## src/rtl/pc_seq_pkg.sv

```systemverilog
// Shared definitions for the program-counter sequencer: state encoding,
// PC increment and default reset/exception addresses.
package pc_seq_pkg;

    typedef enum logic [1:0] {
        IDLE  = 2'd0,
        FETCH = 2'd1,
        EXEC  = 2'd2,
        HOLD  = 2'd3
    } pc_state_t;

    localparam logic [31:0] PC_INC             = 32'd4;
    localparam logic [31:0] DEFAULT_RESET_PC   = 32'h0000_0000;
    localparam logic [31:0] DEFAULT_EXC_VECTOR = 32'h8000_0180;

endpackage

```

## src/rtl/pc_sequencer_next_pc_sel.sv

```systemverilog
// Next-PC source select: exception vector > jump > branch > sequential PC.
// Purely combinational; the caller decides when the result is loaded.
module next_pc_sel (
    input  logic        i_exc_sel,
    input  logic [31:0] i_exc_vector,
    input  logic        i_jump,
    input  logic [25:0] i_jump_index,
    input  logic        i_branch_taken,
    input  logic [31:0] i_branch_target,
    input  logic [31:0] i_pc4,
    output logic [31:0] o_next_pc
);

    logic [31:0] w_jump_addr;
    logic [31:0] w_branch_addr;

    // Jump keeps the 256 MB region of the delay-slot PC; branch targets are
    // word-aligned by clearing the two low bits.
    assign w_jump_addr   = {i_pc4[31:28], i_jump_index, 2'b00};
    assign w_branch_addr = i_branch_target & 32'hFFFF_FFFC;

    // Fixed-priority select, sequential PC by default.
    always_comb begin
        o_next_pc = i_pc4;
        if (i_exc_sel) begin
            o_next_pc = i_exc_vector;
        end else if (i_jump) begin
            o_next_pc = w_jump_addr;
        end else if (i_branch_taken) begin
            o_next_pc = w_branch_addr;
        end
    end

endmodule

```

## src/rtl/pc_sequencer.sv

```systemverilog
// Program-counter sequencer: owns the PC, runs the instruction-fetch
// handshake and presents each fetched instruction for one cycle.
// Optional feature macro: PC_EXCEPTION_EN adds exc_req/epc and the
// exception-vector redirect.
//
// state | meaning
// IDLE  | after reset, outputs inactive, moves to FETCH next edge
// FETCH | fetch_req high at pc, waits for fetch_ack
// EXEC  | instr_valid pulse, controls sampled, pc advances unless stalled
// HOLD  | stalled, waits for stall low, then advances pc
module pc_sequencer
    import pc_seq_pkg::*;
#(
    parameter logic [31:0] RESET_PC   = DEFAULT_RESET_PC,
    parameter logic [31:0] EXC_VECTOR = DEFAULT_EXC_VECTOR
) (
    input  logic        clk,
    input  logic        reset,
    output logic        fetch_req,
    output logic [31:0] fetch_addr,
    input  logic        fetch_ack,
    output logic        instr_valid,
    output logic [31:0] pc,
    output logic [31:0] pc4,
    input  logic        branch_taken,
    input  logic [31:0] branch_target,
    input  logic        jump,
    input  logic [25:0] jump_index,
    input  logic        stall
`ifdef PC_EXCEPTION_EN
    ,
    input  logic        exc_req,
    output logic [31:0] epc
`endif
);

    pc_state_t   r_state;
    pc_state_t   w_state_nxt;
    logic [31:0] r_pc;
    logic [31:0] w_pc4;
    logic [31:0] w_next_pc;
    logic        w_pc_load;
    logic        w_exc_req;
    logic        w_ctrl_window;

`ifdef PC_EXCEPTION_EN
    logic [31:0] r_epc;
    assign w_exc_req = exc_req;
    assign epc       = r_epc;
`else
    assign w_exc_req = 1'b0;
`endif

    assign w_pc4         = r_pc + PC_INC;
    assign w_ctrl_window = (r_state == EXEC) || (r_state == HOLD);

    next_pc_sel u_next_pc_sel (
        .i_exc_sel       (w_exc_req),
        .i_exc_vector    (EXC_VECTOR),
        .i_jump          (jump),
        .i_jump_index    (jump_index),
        .i_branch_taken  (branch_taken),
        .i_branch_target (branch_target),
        .i_pc4           (w_pc4),
        .o_next_pc       (w_next_pc)
    );

    // State register.
    always_ff @(posedge clk or posedge reset) begin
        if (reset) begin
            r_state <= IDLE;
        end else begin
            r_state <= w_state_nxt;
        end
    end

    // PC register; loads only when the FSM commits a new address.
    always_ff @(posedge clk or posedge reset) begin
        if (reset) begin
            r_pc <= RESET_PC;
        end else if (w_pc_load) begin
            r_pc <= w_next_pc;
        end
    end

`ifdef PC_EXCEPTION_EN
    // Capture the faulting PC when an exception is taken.
    always_ff @(posedge clk or posedge reset) begin
        if (reset) begin
            r_epc <= 32'h0000_0000;
        end else if (w_ctrl_window && w_exc_req) begin
            r_epc <= r_pc;
        end
    end
`endif

    // Next-state and PC-load decision. EXEC and HOLD share one rule: an
    // exception or an unstalled cycle commits next_pc, otherwise park in HOLD.
    always_comb begin
        w_state_nxt = r_state;
        w_pc_load   = 1'b0;
        case (r_state)
            IDLE: begin
                w_state_nxt = FETCH;
            end
            FETCH: begin
                if (fetch_ack) begin
                    w_state_nxt = EXEC;
                end
            end
            EXEC, HOLD: begin
                if (w_exc_req || !stall) begin
                    w_pc_load   = 1'b1;
                    w_state_nxt = FETCH;
                end else begin
                    w_state_nxt = HOLD;
                end
            end
            default: begin
                w_state_nxt = IDLE;
            end
        endcase
    end

    assign fetch_req   = (r_state == FETCH);
    assign fetch_addr  = r_pc;
    assign instr_valid = (r_state == EXEC);
    assign pc          = r_pc;
    assign pc4         = w_pc4;

endmodule

```

## config.mk

```make
export PLATFORM = sky130hd
export DESIGN_NAME = pc_sequencer
export DESIGN_NICKNAME = d
export VERILOG_FILES = /design/src/rtl/pc_seq_pkg.sv /design/src/rtl/pc_sequencer_next_pc_sel.sv /design/src/rtl/pc_sequencer.sv
export SDC_FILE = /design/constraint.sdc
export NUM_CORES = 1
export LEC_CHECK = 0
export BUFFER_PORTS_ARGS = -buffer_cell sky130_fd_sc_hd__buf_2
export CELL_PAD_IN_SITES_DETAIL_PLACEMENT = 1
export CELL_PAD_IN_SITES_GLOBAL_PLACEMENT = 1
export CORE_MARGIN = 3
export CORE_UTILIZATION = 28
export CTS_BUF_LIST = sky130_fd_sc_hd__clkbuf_4 sky130_fd_sc_hd__clkbuf_8
export DETAILED_ROUTE_END_ITERATION = 6
export GPL_TIMING_DRIVEN = 0
export PLACE_DENSITY_LB_ADDON = 0.25
export SYNTH_ARGS = -nofsm -noshare
export SYNTH_HDL_FRONTEND = slang
export SYNTH_SLANG_ARGS = --single-unit
```

## constraint.sdc

```tcl
create_clock -name clk -period 1.8 [get_ports clk]
set_input_delay 0.18 -clock clk [delete_from_list [all_inputs] [get_ports clk]]
set_output_delay 0.18 -clock clk [all_outputs]
set_load 0.01 [all_outputs]
```

==> flow_metrics.tcl, run 1 <==
set metrics [dict create \
    status "finished, violations left" \
    violations "negative setup slack" \
    synth_area_leaders "dfrtp_1 (29%), buf_4 (11%), xnor2_1 (6.6%), a21oi_1 (5.4%), a221o_1 (4.0%)" \
    fin_ws_ns -0.480 \
    path_buf_inv 6 \
    globalRoute.totalOverflow 0 \
    final_antenna_net_count 0 \
    synth_most_common_cell "buf_4" \
    grt_pass1_vias 3837 \
    cts.clk_slew.worst_paths_ns 0.08 \
    std_cell_rows 35 \
    grt_pass1_wl_um 21200 \
    p_leak_uw 0.00239 \
    cts_sinks 32 \
    dieWidth_um 106 \
    ir_drop_uv 670 \
    synth-seq-cells 32 \
    clock_skew_ns 0.0141 \
    critical-path-top-delay-family "buffers and inverters" \
    grt_setup_unrepaired "yes" \
    yosysTopAreaCell "dfrtp_1" \
    grt_usage 0.240 \
    worstPathCellList "buf_6 -> and4_1 -> buf_6 -> nand4_1 -> buf_6 -> buf_6 -> buf_6 -> nor3_4 -> xnor2_2 -> buf_2" \
    fin_area_mm2 0.00507 \
    syn2layout_area_growth_pct 82.4 \
    postPlaceCellArea_mm2 0.00379 \
    netlist_instances 340 \
    initial_utilization 0.294 \
    crit_top_cell "buf_6" \
    dieHeight_um 106 \
    grt_max_degree 19 \
    antenna_found_initial 0 \
    core_mm2 0.00946 \
    path_class "flop to output port" \
    finalSetupViolCount 37 \
    yosysWarningCount 0 \
    diodes 0 \
    cts_max_level 2 \
    drt_iter0_drc 128 \
    die-area_mm2 0.0112 \
    critPathSlowestCell "dfrtp_1" \
    hp-class "input port to asynchronous set/reset pin" \
    power.share.clock 0.096 \
    fin_crit_sh 1.27 \
    drc_errors 0 \
    cp_data_required_time_ns 1.62 \
    floorplan.io_pins 162 \
    worst_slew_pin_slew_ns 0.869 \
    power-per-cell-area_mw_per_mm2 1330 \
    power.internal_uw 3680 \
    numPortBuffers 152 \
    async_flop_share 1.00 \
    place.gp.congestion 0.797 \
    insertion_delay_ns 0.30 \
    fin_util 0.536 \
    wire_per_inst_um 20.5 \
    p_sw_frac 0.456 \
    yosys-top-cells-count "buf_4 (39), dfrtp_1 (32), a21oi_1 (30), xnor2_1 (21), nand2_1 (20)" \
    netlist_area_mm2 0.00278 \
    postSynthAreaPerCell_um2 8.18 \
    synth_top_area_share 0.288 \
    slew_headroom 0.420 \
    tritoncts "done" \
    vias 3688 \
    synthDistinctLibCells 45 \
    nets 641 \
    max_cap_viol_count 0 \
    crit_arrival_ns 2.10 \
    viasPerCell 5.22 \
    combPwrFrac 0.680 \
    worst_path_largest_cell_delay_ns 0.37 \
    fillers 1161 \
    fmax_mhz 439 \
    hold_viol 0 \
    ys_seq_area_frac 0.288 \
    critical_path.max_fanout 5 \
    synth-edff-count 0 \
    numCtsBuffers 5 \
    first_pass_iters 4 \
    switchingPower_uw 3080 \
    whs_ns 0.0560 \
    drive_gt1_frac 0.653 \
    cts-root-buf "clkbuf_8" \
    dp_hpwl_um 8930 \
    start_kind "flop" \
    period_needed_ns 2.28 \
    finalMaxSlewViolations 0 \
    synth_top_flop_cell "dfrtp_1" \
    end_kind "output port" \
    clock_path_buffers 2 \
    wirelength_um 14400 \
    pwr-share-seq 0.225 \
]
[flip-flops by register name (all words and copies together), names as in the netlist]
signal	flops
r_state	2
fetch_addr	30
[power by group through the flow]
| stage | registers [µW] | clock network (µW) | logic [µW] |
|---|---|---|---|
| 2_1_floorplan | 1540 | 0 | 1840 |
| 3_5_place_dp | 1530 | 0 | 3180 |
| 3_3_place_gp | 1500 | 0 | 3090 |
| 5_1_grt | 1580 | 670 | 4890 |
| 4_1_cts | 1460 | 646 | 4170 |
| 6_report | 1520 | 646 | 4590 |
[final cells by class]
cell class / count / area (µm²) / share of cell area
Inverter: 12 / 47.5 / 0.00937
Tap cell: 129 / 161 / 0.0318
Timing Repair Buffer: 227 / 1460 / 0.288
Sequential cell: 32 / 820 / 0.162
Multi-Input combinational cell: 241 / 2080 / 0.410
Clock buffer: 8 / 97.6 / 0.0192
Buffer: 57 / 408 / 0.0804
[cell families (layout without fill, tap and decap cells)]
family | count (synthesis) | count (layout) | synth area share
flops | 32 | 32 | 0.288
other cells | 1 | 6 | 0.00135
mux | 3 | 3 | 0.0108
xor+xnor | 28 | 28 | 0.0882
compound gates | 107 | 107 | 0.273
simple gates | 96 | 96 | 0.182
fa+ha+maj | 1 | 1 | 0.00450
buf+inv | 72 | 304 | 0.153
[layer usage]
metal  wire [µm]  track usage  share of wire  vias to the layer above
met1        5740        0.291           0.40                     1827
li1            -            -              -                     1688
met4         397       0.0620          0.027                        0
met3         758       0.0337          0.052                       30
met5           0            0              0                        -
met2        7550        0.441           0.52                      143
[cell usage in the layout (no fill, tap or decap), types with 3 or more instances in the layout]
master / count
buf_2: 154
buf_4: 81
buf_6: 34
a21oi_1: 22
nand2_1: 17
dfrtp_1: 17
dfrtp_2: 15
nor2_1: 12
inv_1: 11
a221o_1: 11
o21ai_0: 10
xnor2_1: 10
xnor2_2: 10
a221oi_1: 8
nand4_1: 8
a2bb2oi_1: 7
nand3_2: 7
nor3_4: 7
a21oi_2: 7
clkbuf_8: 7
xor2_1: 7
clkbuf_2: 6
conb_1: 6
nand3_4: 5
nor2_4: 5
a2bb2oi_2: 5
clkbuf_4: 4
nor2b_1: 4
o22ai_1: 4
clkbuf_1: 4
o22a_1: 4
mux2i_1: 3
and4_1: 3
o21a_1: 3
a41o_1: 3
a22oi_1: 3
and3_1: 3
[worst paths after layout]
check,startpoint,end,slack [ns],depth (start not counted)
max,fetch_addr[11],pc4[21],-0.48,10
min,reset,fetch_addr[7],0.06,2
max reg2reg,fetch_addr[10],fetch_addr[26],-0.34,12
min reg2reg,r_state[1],r_state[1],0.55,2
max in group asynchronous,reset,fetch_addr[19],1.14,3
min in group clk,fetch_ack,r_state[0],0.06,2
[per-stage QoR]
stage	std cells	setup slack, ns	setup TNS, ns	power [µW]
global placement	626	-0.488	-16.22	4600
finish	706	-0.480	-8.31	6760
CTS	695	-0.468	-7.47	6280
global route	706	-0.560	-11.64	7140
detailed placement	627	-0.528	-18.32	4710
floorplan	345	-0.0906	-0.426	3380
[what timing repair did]
item                                    CTS  global route
cloned                                    0             0
pin swaps                                32            33
resized for setup                       101            62
endpoints found under the setup margin   54            55
buffers inserted                         61            18
hold buffers                              0             0
(Power assumes the default switching activity.)
==> run 2, diff against run 1 <==
--- a/config.mk
+++ b/config.mk
@@ -8,6 +8,7 @@
 export BUFFER_PORTS_ARGS = -buffer_cell sky130_fd_sc_hd__buf_2
 export CELL_PAD_IN_SITES_DETAIL_PLACEMENT = 1
 export CELL_PAD_IN_SITES_GLOBAL_PLACEMENT = 1
+export CORE_ASPECT_RATIO = 0.8
 export CORE_MARGIN = 3
 export CORE_UTILIZATION = 28
 export CTS_BUF_LIST = sky130_fd_sc_hd__clkbuf_4 sky130_fd_sc_hd__clkbuf_8
==> flow_metrics.tcl, run 2 (synthesis results as in run 1) <==
set metrics [dict create \
    status "finished, violations left" \
    violations "negative setup slack" \
    grt_pass1_wl_um 19300 \
    hp-class "input port to asynchronous set/reset pin" \
    first_pass_iters 5 \
    postPlaceCellArea_mm2 0.00379 \
    finalMaxSlewViolations 0 \
    numPortBuffers 152 \
    fin_ws_ns -0.453 \
    drive_gt1_frac 0.627 \
    worst_slew_pin_slew_ns 0.814 \
    floorplan.io_pins 162 \
    regArea_um2 821 \
    rr_startpoint "fetch_addr[11]" \
    place.gp.congestion 0.798 \
    clock_skew_ns 0.00332 \
    tritoncts "done" \
    critical_path.max_fanout 4 \
    grt_pass1_vias 3628 \
    largest_reg_flops 30 \
    cts_max_level 2 \
    drc_errors 0 \
    cp-startpoint "fetch_addr[11]" \
    die-area_mm2 0.0112 \
    path_class "flop to output port" \
    start_kind "flop" \
    globalRoute.totalOverflow 0 \
    setup_tns_ns -6.65 \
    fillers 1144 \
    fmax_mhz 444 \
    wire_per_inst_um 18.9 \
    hold_viol 0 \
    mostFrequentLayoutCell "buf_2" \
    initial_utilization 0.297 \
    grt_usage 0.219 \
    finalSetupViolCount 30 \
    fin_crit_sh 1.25 \
    r2r_end "fetch_addr[31]" \
    numCtsBuffers 5 \
    dieHeight_um 95.1 \
    cts_sinks 32 \
    period_needed_ns 2.25 \
    ff2ff_setup_slack_ns -0.36 \
    grt_setup_unrepaired "yes" \
    power-per-cell-area_mw_per_mm2 1320 \
    dp_hpwl_um 8910 \
    cts.clk_slew.worst_paths_ns 0.07 \
    syn2layout_area_growth_pct 77.3 \
    wirelength_um 13300 \
    cts-root-buf "clkbuf_8" \
    vias 3568 \
    end_kind "output port" \
    crit_arrival_ns 2.07 \
    layout_common_cells "buf_2 (154), buf_4 (90), a21oi_1 (25)" \
    slew_headroom 0.457 \
    core_mm2 0.00935 \
    ir_drop_uv 579 \
    std_cell_rows 31 \
    clock_path_buffers 2 \
    p_leak_uw 0.00235 \
    fin_area_mm2 0.00493 \
    final_antenna_net_count 0 \
    multi_input_area_mm2 0.00204 \
    nets 635 \
    cp_data_required_time_ns 1.62 \
    max_cap_viol_count 0 \
    dieWidth_um 117 \
    reg2reg_depth 8 \
    viasPerCell 5.09 \
    diodes 0 \
    antenna_found_initial 0 \
    grt_max_degree 18 \
    insertion_delay_ns 0.29 \
    drt_iter0_drc 122 \
]
==> run 2: final cells by class <==
| cell class | count | area share |
|---|---|---|
| multi-input combinational | 241 | 0.414 |
| timing repair buffer | 221 | 0.277 |
| sequential | 32 | 0.167 |
| buffer | 57 | 0.0838 |
| tap | 132 | 0.0335 |
| clock buffer | 6 | 0.0155 |
| inverter | 12 | 0.00914 |
==> run 2: worst max-delay path by stage <==
stage	endpoint	slack (ns)	depth (start not counted)
6_report	pc4[31]	-0.45	8
5_1_grt	pc4[29]	-0.55	8
4_1_cts	pc4[29]	-0.44	8
3_5_place_dp	fetch_addr[30]	-0.59	6
3_3_place_gp	fetch_addr[30]	-0.52	6
2_1_floorplan	pc4[27]	-0.09	6
==> run 2: per-layer routing <==
metal | vias up | global-route usage | wire (µm)
li1 | 1678 | - | -
met1 | 1741 | 0.286 | 5630
met2 | 134 | 0.377 | 6690
met3 | 15 | 0.0397 | 775
met4 | 0 | 0.0605 | 171
met5 | - | 0 | 0
==> run 2: power breakdown <==
part	switching (µW)	total, µW	internal (µW)
sequential	419	1440	1030
combinational	2230	4490	2260
clock	288	561	273
==> run 2: worst max-delay path, stage by stage (launching register included) <==
cell and delay, ns:
dfrtp_1 0.38, buf_6 0.12, and4_1 0.20, buf_6 0.12
nand4_1 0.14, or3_4 0.41, nor2_4 0.12, xor2_1 0.15
buf_2 0.15
==> run 2: what timing repair did <==
| action | in CTS | in global routing |
|---|---|---|
| cloned | 0 | 0 |
| pin swaps | 22 | 30 |
| buffers inserted | 45 | 28 |
| endpoints found under the setup margin | 55 | 46 |
| hold buffers | 0 | 0 |
| resized for setup | 87 | 45 |
==> run 2: through the flow <==
| stage | power [µW] | setup WS (ns) | utilization | hold WS (ns) | cells |
|---|---|---|---|---|---|
| 2_1_floorplan | 3380 | -0.0906 | - | 0.268 | 345 |
| 4_1_cts | 6060 | -0.442 | 0.487 | 0.0470 | 679 |
| 6_report | 6490 | -0.453 | 0.527 | 0.0388 | 701 |
| 3_5_place_dp | 4720 | -0.586 | 0.406 | 0.357 | 630 |
| 5_1_grt | 6940 | -0.548 | 0.527 | 0.0740 | 701 |
| 3_3_place_gp | 4620 | -0.520 | 0.403 | 0.357 | 629 |
